==> src/rtl/timebase_ctrl.sv <==
// ============================================================================
//  Module      : timebase_ctrl
//  Description : Shared timebase scheduler. One controllable prescaler driven
//                by an IDLE/RUN/PAUSE state machine produces the counter tick;
//                free-running dividers produce the display scan strobe and
//                the set-mode blink level.
//  Revision    : 1.0 - initial release
// ============================================================================
`default_nettype none

module timebase_ctrl #(
  parameter int unsigned CLK_HZ  = 100000000,
  parameter int unsigned TICK_HZ = 1,
  parameter int unsigned FAST_HZ = 8,
  parameter int unsigned SCAN_HZ = 1000
) (
  input  logic       clk,
  input  logic       reset,
  input  logic       run_cmd,
  input  logic       stop_cmd,
  input  logic       step_cmd,
  input  logic       clr_cmd,
  input  logic       fast_en,
  output logic       tick,
  output logic       scan_tick,
  output logic       blink,
  output logic [1:0] state
);

  localparam int unsigned c_div_n = CLK_HZ / TICK_HZ;
  localparam int unsigned c_div_f = CLK_HZ / FAST_HZ;
  localparam int unsigned c_div_s = CLK_HZ / SCAN_HZ;

  localparam logic [31:0] c_lim_n     = 32'(c_div_n - 1);
  localparam logic [31:0] c_lim_f     = 32'(c_div_f - 1);
  localparam logic [31:0] c_lim_s     = 32'(c_div_s - 1);
  localparam logic [31:0] c_lim_blink = 32'((CLK_HZ / 2) - 1);

  localparam logic [1:0] c_st_idle  = 2'b00;
  localparam logic [1:0] c_st_run   = 2'b01;
  localparam logic [1:0] c_st_pause = 2'b10;

  // Reject dividers that are fractional or too small to produce a strobe.
  generate
    if ((CLK_HZ % TICK_HZ) != 0 || (CLK_HZ % FAST_HZ) != 0 ||
        (CLK_HZ % SCAN_HZ) != 0 || c_div_n < 2 || c_div_f < 2 ||
        c_div_s < 2) begin : g_bad_params
      $error("timebase_ctrl: every divider must be an integer >= 2");
    end
  endgenerate

  logic [1:0]  r_state;
  logic [1:0]  w_state_nxt;
  logic [31:0] r_pre_cnt;
  logic [31:0] w_pre_nxt;
  logic        r_tick;
  logic        w_tick_nxt;
  logic [31:0] w_lim;
  logic [31:0] r_scan_cnt;
  logic        r_scan_tick;
  logic [31:0] r_blink_cnt;
  logic        r_blink;

  assign w_lim = fast_en ? c_lim_f : c_lim_n;

  // State register.
  always_ff @(posedge clk) begin
    if (reset) begin
      r_state <= c_st_idle;
    end else begin
      r_state <= w_state_nxt;
    end
  end

  // Next-state: clear wins everywhere; stop only matters while running.
  always_comb begin
    w_state_nxt = r_state;
    if (clr_cmd) begin
      w_state_nxt = c_st_idle;
    end else begin
      case (r_state)
        c_st_run: begin
          if (stop_cmd) w_state_nxt = c_st_pause;
        end
        c_st_pause: begin
          if (run_cmd) w_state_nxt = c_st_run;
        end
        default: begin
          // IDLE and the unused code both behave as IDLE.
          w_state_nxt = run_cmd ? c_st_run : c_st_idle;
        end
      endcase
    end
  end

  // Prescaler and tick next values: count in RUN, step outside RUN.
  always_comb begin
    w_pre_nxt  = r_pre_cnt;
    w_tick_nxt = 1'b0;
    if (clr_cmd) begin
      w_pre_nxt = '0;
    end else if (r_state == c_st_run) begin
      // A stop in the terminal cycle freezes the count at LIM, so the
      // suppressed tick fires on the first edge after resuming.
      if (!stop_cmd) begin
        if (r_pre_cnt >= w_lim) begin
          w_pre_nxt  = '0;
          w_tick_nxt = 1'b1;
        end else begin
          w_pre_nxt = r_pre_cnt + 32'd1;
        end
      end
    end else if (!run_cmd && step_cmd) begin
      w_pre_nxt  = '0;
      w_tick_nxt = 1'b1;
    end
  end

  // Prescaler and tick registers.
  always_ff @(posedge clk) begin
    if (reset) begin
      r_pre_cnt <= '0;
      r_tick    <= 1'b0;
    end else begin
      r_pre_cnt <= w_pre_nxt;
      r_tick    <= w_tick_nxt;
    end
  end

  // Free-running scan divider, deliberately blind to the commands.
  always_ff @(posedge clk) begin
    if (reset) begin
      r_scan_cnt  <= '0;
      r_scan_tick <= 1'b0;
    end else begin
      r_scan_tick <= (r_scan_cnt == c_lim_s);
      r_scan_cnt  <= (r_scan_cnt == c_lim_s) ? '0 : r_scan_cnt + 32'd1;
    end
  end

  // Free-running half-second divider toggling the blink level.
  always_ff @(posedge clk) begin
    if (reset) begin
      r_blink_cnt <= '0;
      r_blink     <= 1'b0;
    end else if (r_blink_cnt == c_lim_blink) begin
      r_blink_cnt <= '0;
      r_blink     <= ~r_blink;
    end else begin
      r_blink_cnt <= r_blink_cnt + 32'd1;
    end
  end

  assign tick      = r_tick;
  assign scan_tick = r_scan_tick;
  assign blink     = r_blink;
  assign state     = r_state;

endmodule

`default_nettype wire

==> config.mk <==
export PLATFORM = sky130hd
export DESIGN_NAME = timebase_ctrl
export DESIGN_NICKNAME = d
export VERILOG_FILES = /design/src/rtl/timebase_ctrl.sv
export SDC_FILE = /design/constraint.sdc
export NUM_CORES = 1
export LEC_CHECK = 0
export CAP_MARGIN = 20
export CELL_PAD_IN_SITES_DETAIL_PLACEMENT = 1
export CELL_PAD_IN_SITES_GLOBAL_PLACEMENT = 2
export CORE_ASPECT_RATIO = 1.25
export CORE_MARGIN = 1
export CORE_UTILIZATION = 36
export CTS_BUF_LIST = sky130_fd_sc_hd__clkbuf_4 sky130_fd_sc_hd__clkbuf_8
export CTS_CLUSTER_SIZE = 12
export DETAILED_ROUTE_END_ITERATION = 16
export GPL_ROUTABILITY_DRIVEN = 0
export PLACE_DENSITY_LB_ADDON = 0.1
export REMOVE_ABC_BUFFERS = 1
export SKIP_LAST_GASP = 1
export SLEW_MARGIN = 0
export SYNTH_ARGS = -nofsm -noshare
export SYNTH_HDL_FRONTEND = slang
export SYNTH_SLANG_ARGS = --single-unit
==> constraint.sdc <==
create_clock -name clk -period 1.9 [get_ports clk]
set_input_delay 0.19 -clock clk [delete_from_list [all_inputs] [get_ports clk]]
set_output_delay 0.19 -clock clk [all_outputs]
set_load 0.02 [all_outputs]
==> run metrics <==
insertion delay to the later sink of the worst-skew pair 0.38 ns; Setup-failing EPs final 54; highest clock frequency the design can meet 464.9 MHz; internal power component 2.887 mW; vias in the first global route 4671; synthesis-to-finish area growth 35.54%; summed area of non-filler cells in the final layout 6704 um2; setup repair after global routing missed its margin true; source of the worst hold timing path r_scan_cnt[0]; number of enable-type register cells in the synthesized netlist 0; Data required, critical path 2.18 ns; violation count after the first detailed-route iteration 125; total power per unit cell area 564.8 nW/um2; R2R Setup Slk -0.25 ns; type of origin of the critical path flip-flop; category of the worst setup path capture point flip-flop; netlist area before placement 4946 um2; Clock Skew 0.01315 ns; count of pins on the block boundary 12; xor/xnor share of the synthesized area 10.45%; clock tree from TritonCTS done; relative max-transition margin 65.82%; ys flop type sky130_fd_sc_hd__dfxtp_1; compound-gate portion of the synthesized area 9.208%; proportion of synthesized area in mux cells 0.2024%; synthesized area divided by synthesized cell count 8.513 um2; slew of the pin with the lowest slew margin 0.5108 ns; crit path cell chain nor4_4, buf_4, nand3_4, nor4_4, o31ai_4, nand3_4, buf_6, nor3_2, a211o_1; aggregate routed wire length 13660 um; most area-hungry cell type in the Yosys netlist sky130_fd_sc_hd__dfxtp_1; WL per Instance 15.97 um; Placement Cell Area 5802 um2; leading cell types in the layout, fill and taps excluded sky130_fd_sc_hd__dfxtp_1 (91), sky130_fd_sc_hd__nor2_1 (84), sky130_fd_sc_hd__buf_4 (79), sky130_fd_sc_hd__nand2_1 (42), sky130_fd_sc_hd__xor2_1 (42); outcome finished, violations left; sequential share of power 56.4%; wire length of the first global-routing pass 22800 um; leading cell type in the layout, fill and taps excluded sky130_fd_sc_hd__dfxtp_1; vertical die dimension 133.1 um; number of core rows 47; Crit Path Class flip-flop to flip-flop; initial cell density of the core 37.05%; adder-cell area share of the yosys netlist 4.554%; Final Hold Vio Count 0; Crit path buffers/inverters 2; arrival time of data at the critical path endpoint 2.43 ns; number of distinct library cells after synthesis 53; number of register bits inferred by synthesis 101; violated checks negative setup slack; die width 106.8 um; average vias per placed instance 5.189; number of sinks on the clock net 101; Hold Path Sink r_scan_cnt[0]; r2r worst-path depth 9; detailed-route DRC error count 0; total number of H-tree levels 3; cells after synthesis 581; clock period minus final worst setup slack 2.151 ns; drt first pass iters 4; total via count in the routed design 4437; post-synthesis share of cell area spent on and, or, nand and nor gates 31.19%; async set or reset register ratio after synthesis 0%; share of post-route cells with drive strength above 1 30.26%; beginning of the worst register-to-register path r_pre_cnt[29]; CP max FO 5; count of buffers inserted at the top-level ports 11; Detail Route Antenna Nets 0; final worst path period share 113.2%; clock-pin slew reported for the worst setup and hold paths after clock tree synthesis 0.10 ns; minimum setup slack in the final design -0.2510 ns; count of placed standard cells including taps 826; total count of max-transition violations in the final report 0; static leakage 2.631 nW; maximum vdd ir drop 283.7 uV; max incr delay on CP 0.35 ns; main combinational cell family by area after synthesis simple AND/OR/NAND/NOR gates; maximum number of pins on one net before global-route repair 17; endpoint of the most critical register-to-register path r_pre_cnt[19]; number of nets in the finished design 704; Root Buffer sky130_fd_sc_hd__clkbuf_8; total global-route track usage 20.37%; Max Cap Violations 0; switching power as a share of total power 23.75%; top area cells in the synthesized netlist sky130_fd_sc_hd__dfxtp_1 (41%), sky130_fd_sc_hd__xor2_1 (7.6%), sky130_fd_sc_hd__nor2_1 (7.4%); Core ar. 13350 um2; final std cells w/o fill 855; switching power 0.8990 mW; Die ar. 14220 um2; clock group share of total power 37.3%; global-route congestion overflow total 0; count of cells along the worst hold path 1; Antenna Cells 0; sequential-to-total area share from yosys stat 40.88%; initial antenna violation count 0; Bufs on Longest Clock Path 2; number of CTS-inserted buffers 9; relative contribution of combinational cells to total power 6.3%; Final HPWL DP 9728 um; Yosys warning total 0; CP max stage cell sky130_fd_sc_hd__dfxtp_2; category of cells accounting for the largest share of critical-path delay simple AND/OR/NAND/NOR gates; Hold WC Path Type flip-flop to flip-flop; area share of the leading cell type in the synthesized netlist 40.88%; cts hold-fix bufs 0; worst hold margin 0.4523 ns
worst reg2reg max path: stages (launching register included):
cell	delay (ns)
sky130_fd_sc_hd__dfxtp_2	0.35
sky130_fd_sc_hd__nor4_4	0.28
sky130_fd_sc_hd__buf_4	0.17
sky130_fd_sc_hd__nand3_4	0.08
sky130_fd_sc_hd__nor4_4	0.35
sky130_fd_sc_hd__o31ai_4	0.17
sky130_fd_sc_hd__nand3_4	0.19
sky130_fd_sc_hd__buf_6	0.15
sky130_fd_sc_hd__nor3_2	0.04
sky130_fd_sc_hd__a211o_1	0.27
registers in the layout (all words and copies together) (netlist names):
name and flops:
r_pre_cnt 32, scan_tick 1, blink 1, r_blink_cnt 32, state 2, tick 1, r_scan_cnt 32
Yosys cell counts (all sizes together), types with 2 or more instances:
library cell and number:
and2 11, and4 6, a21o 16, xnor2 16, a211o 3, nor4b 2
o21a 2, a31oi 6, a21oi 9, inv 14, xor2 43, and2b 2
nand2b 2, dfxtp 101, or2 3, nand2 42, or3b 2, o21ai 24
ha 18, buf 11, or4 2, or3 4, nor3b 8, clkbuf 8
and3 20, nor4 15, nor2b 2, nor2 100, nand3 39, nor3 13
nand4 26
logic make-up after synthesis:
family                     after synthesis
and+or+nand+nor                        299
DFF                                    101
AOI/OAI and AO/OA                       70
xor gates and xnor gates                59
buffers and inverters                   33
adders and majority gates               18
muxes                                    1
final cells by class:
type	count	area (um2)
inverters	14	52.55
multi-input cells	448	3263
fillers	1562	6645
clock buffers	11	145.1
clock inverters	5	50.05
repair buffers	105	939.7
well taps	171	214.0
flip-flops and latches	101	2039
through the flow:
step / TNS, ns / setup slack, ns / total power, mW / util (%)
after floorplan: -13.12 / -0.4005 / 2.268 / -
after global placement: -22.25 / -0.7926 / 2.363 / 43.46
after detailed placement: -25.03 / -0.9580 / 2.371 / 43.46
after CTS: -5.666 / -0.2453 / 3.837 / 48.07
after global routing: -11.98 / -0.3543 / 3.960 / 50.22
final: -6.084 / -0.2510 / 3.786 / 50.22
power groups by stage:
stage               Combinational, mW  Clock (mW)  Sequential (mW)
finish                          0.239        1.41             2.13
global route                    0.264        1.56             2.14
global placement                0.177           0             2.19
detailed placement              0.184           0             2.19
floorplan                      0.0777           0             2.19
CTS                             0.220        1.48             2.14
worst max-delay path by stage:
| stage | startpoint | endpoint | slack [ns] | cells after the start |
|---|---|---|---|---|
| 6_report | r_pre_cnt[29] | r_pre_cnt[19] | -0.25 | 9 |
| 5_1_grt | r_pre_cnt[29] | r_pre_cnt[16] | -0.35 | 9 |
| 4_1_cts | r_pre_cnt[14] | r_pre_cnt[25] | -0.25 | 8 |
| 3_5_place_dp | fast_en | r_pre_cnt[24] | -0.96 | 10 |
| 3_3_place_gp | fast_en | r_pre_cnt[25] | -0.79 | 10 |
| 2_1_floorplan | r_pre_cnt[11] | r_pre_cnt[17] | -0.40 | 7 |
what timing repair did:
| item | 4_1_cts | 5_1_grt |
|---|---|---|
| resized for setup | 79 | 57 |
| cloned | 4 | 1 |
| setup endpoints to repair | 61 | 69 |
| setup buffers | 6 | 7 |
| pin swaps | 23 | 26 |
per-layer routing:
metal  GRT usage [%]  vias to the layer above  wire length [um]  share of wire, %
met1           23.48                     2171              5837                43
li1                -                     2219                 -                 -
met2           37.06                       29              7338                54
met3           3.350                       18               233               1.7
met5               0                        -                 0                 0
met4           7.839                        0               247               1.8
Power figures use the tool's default switching activity.
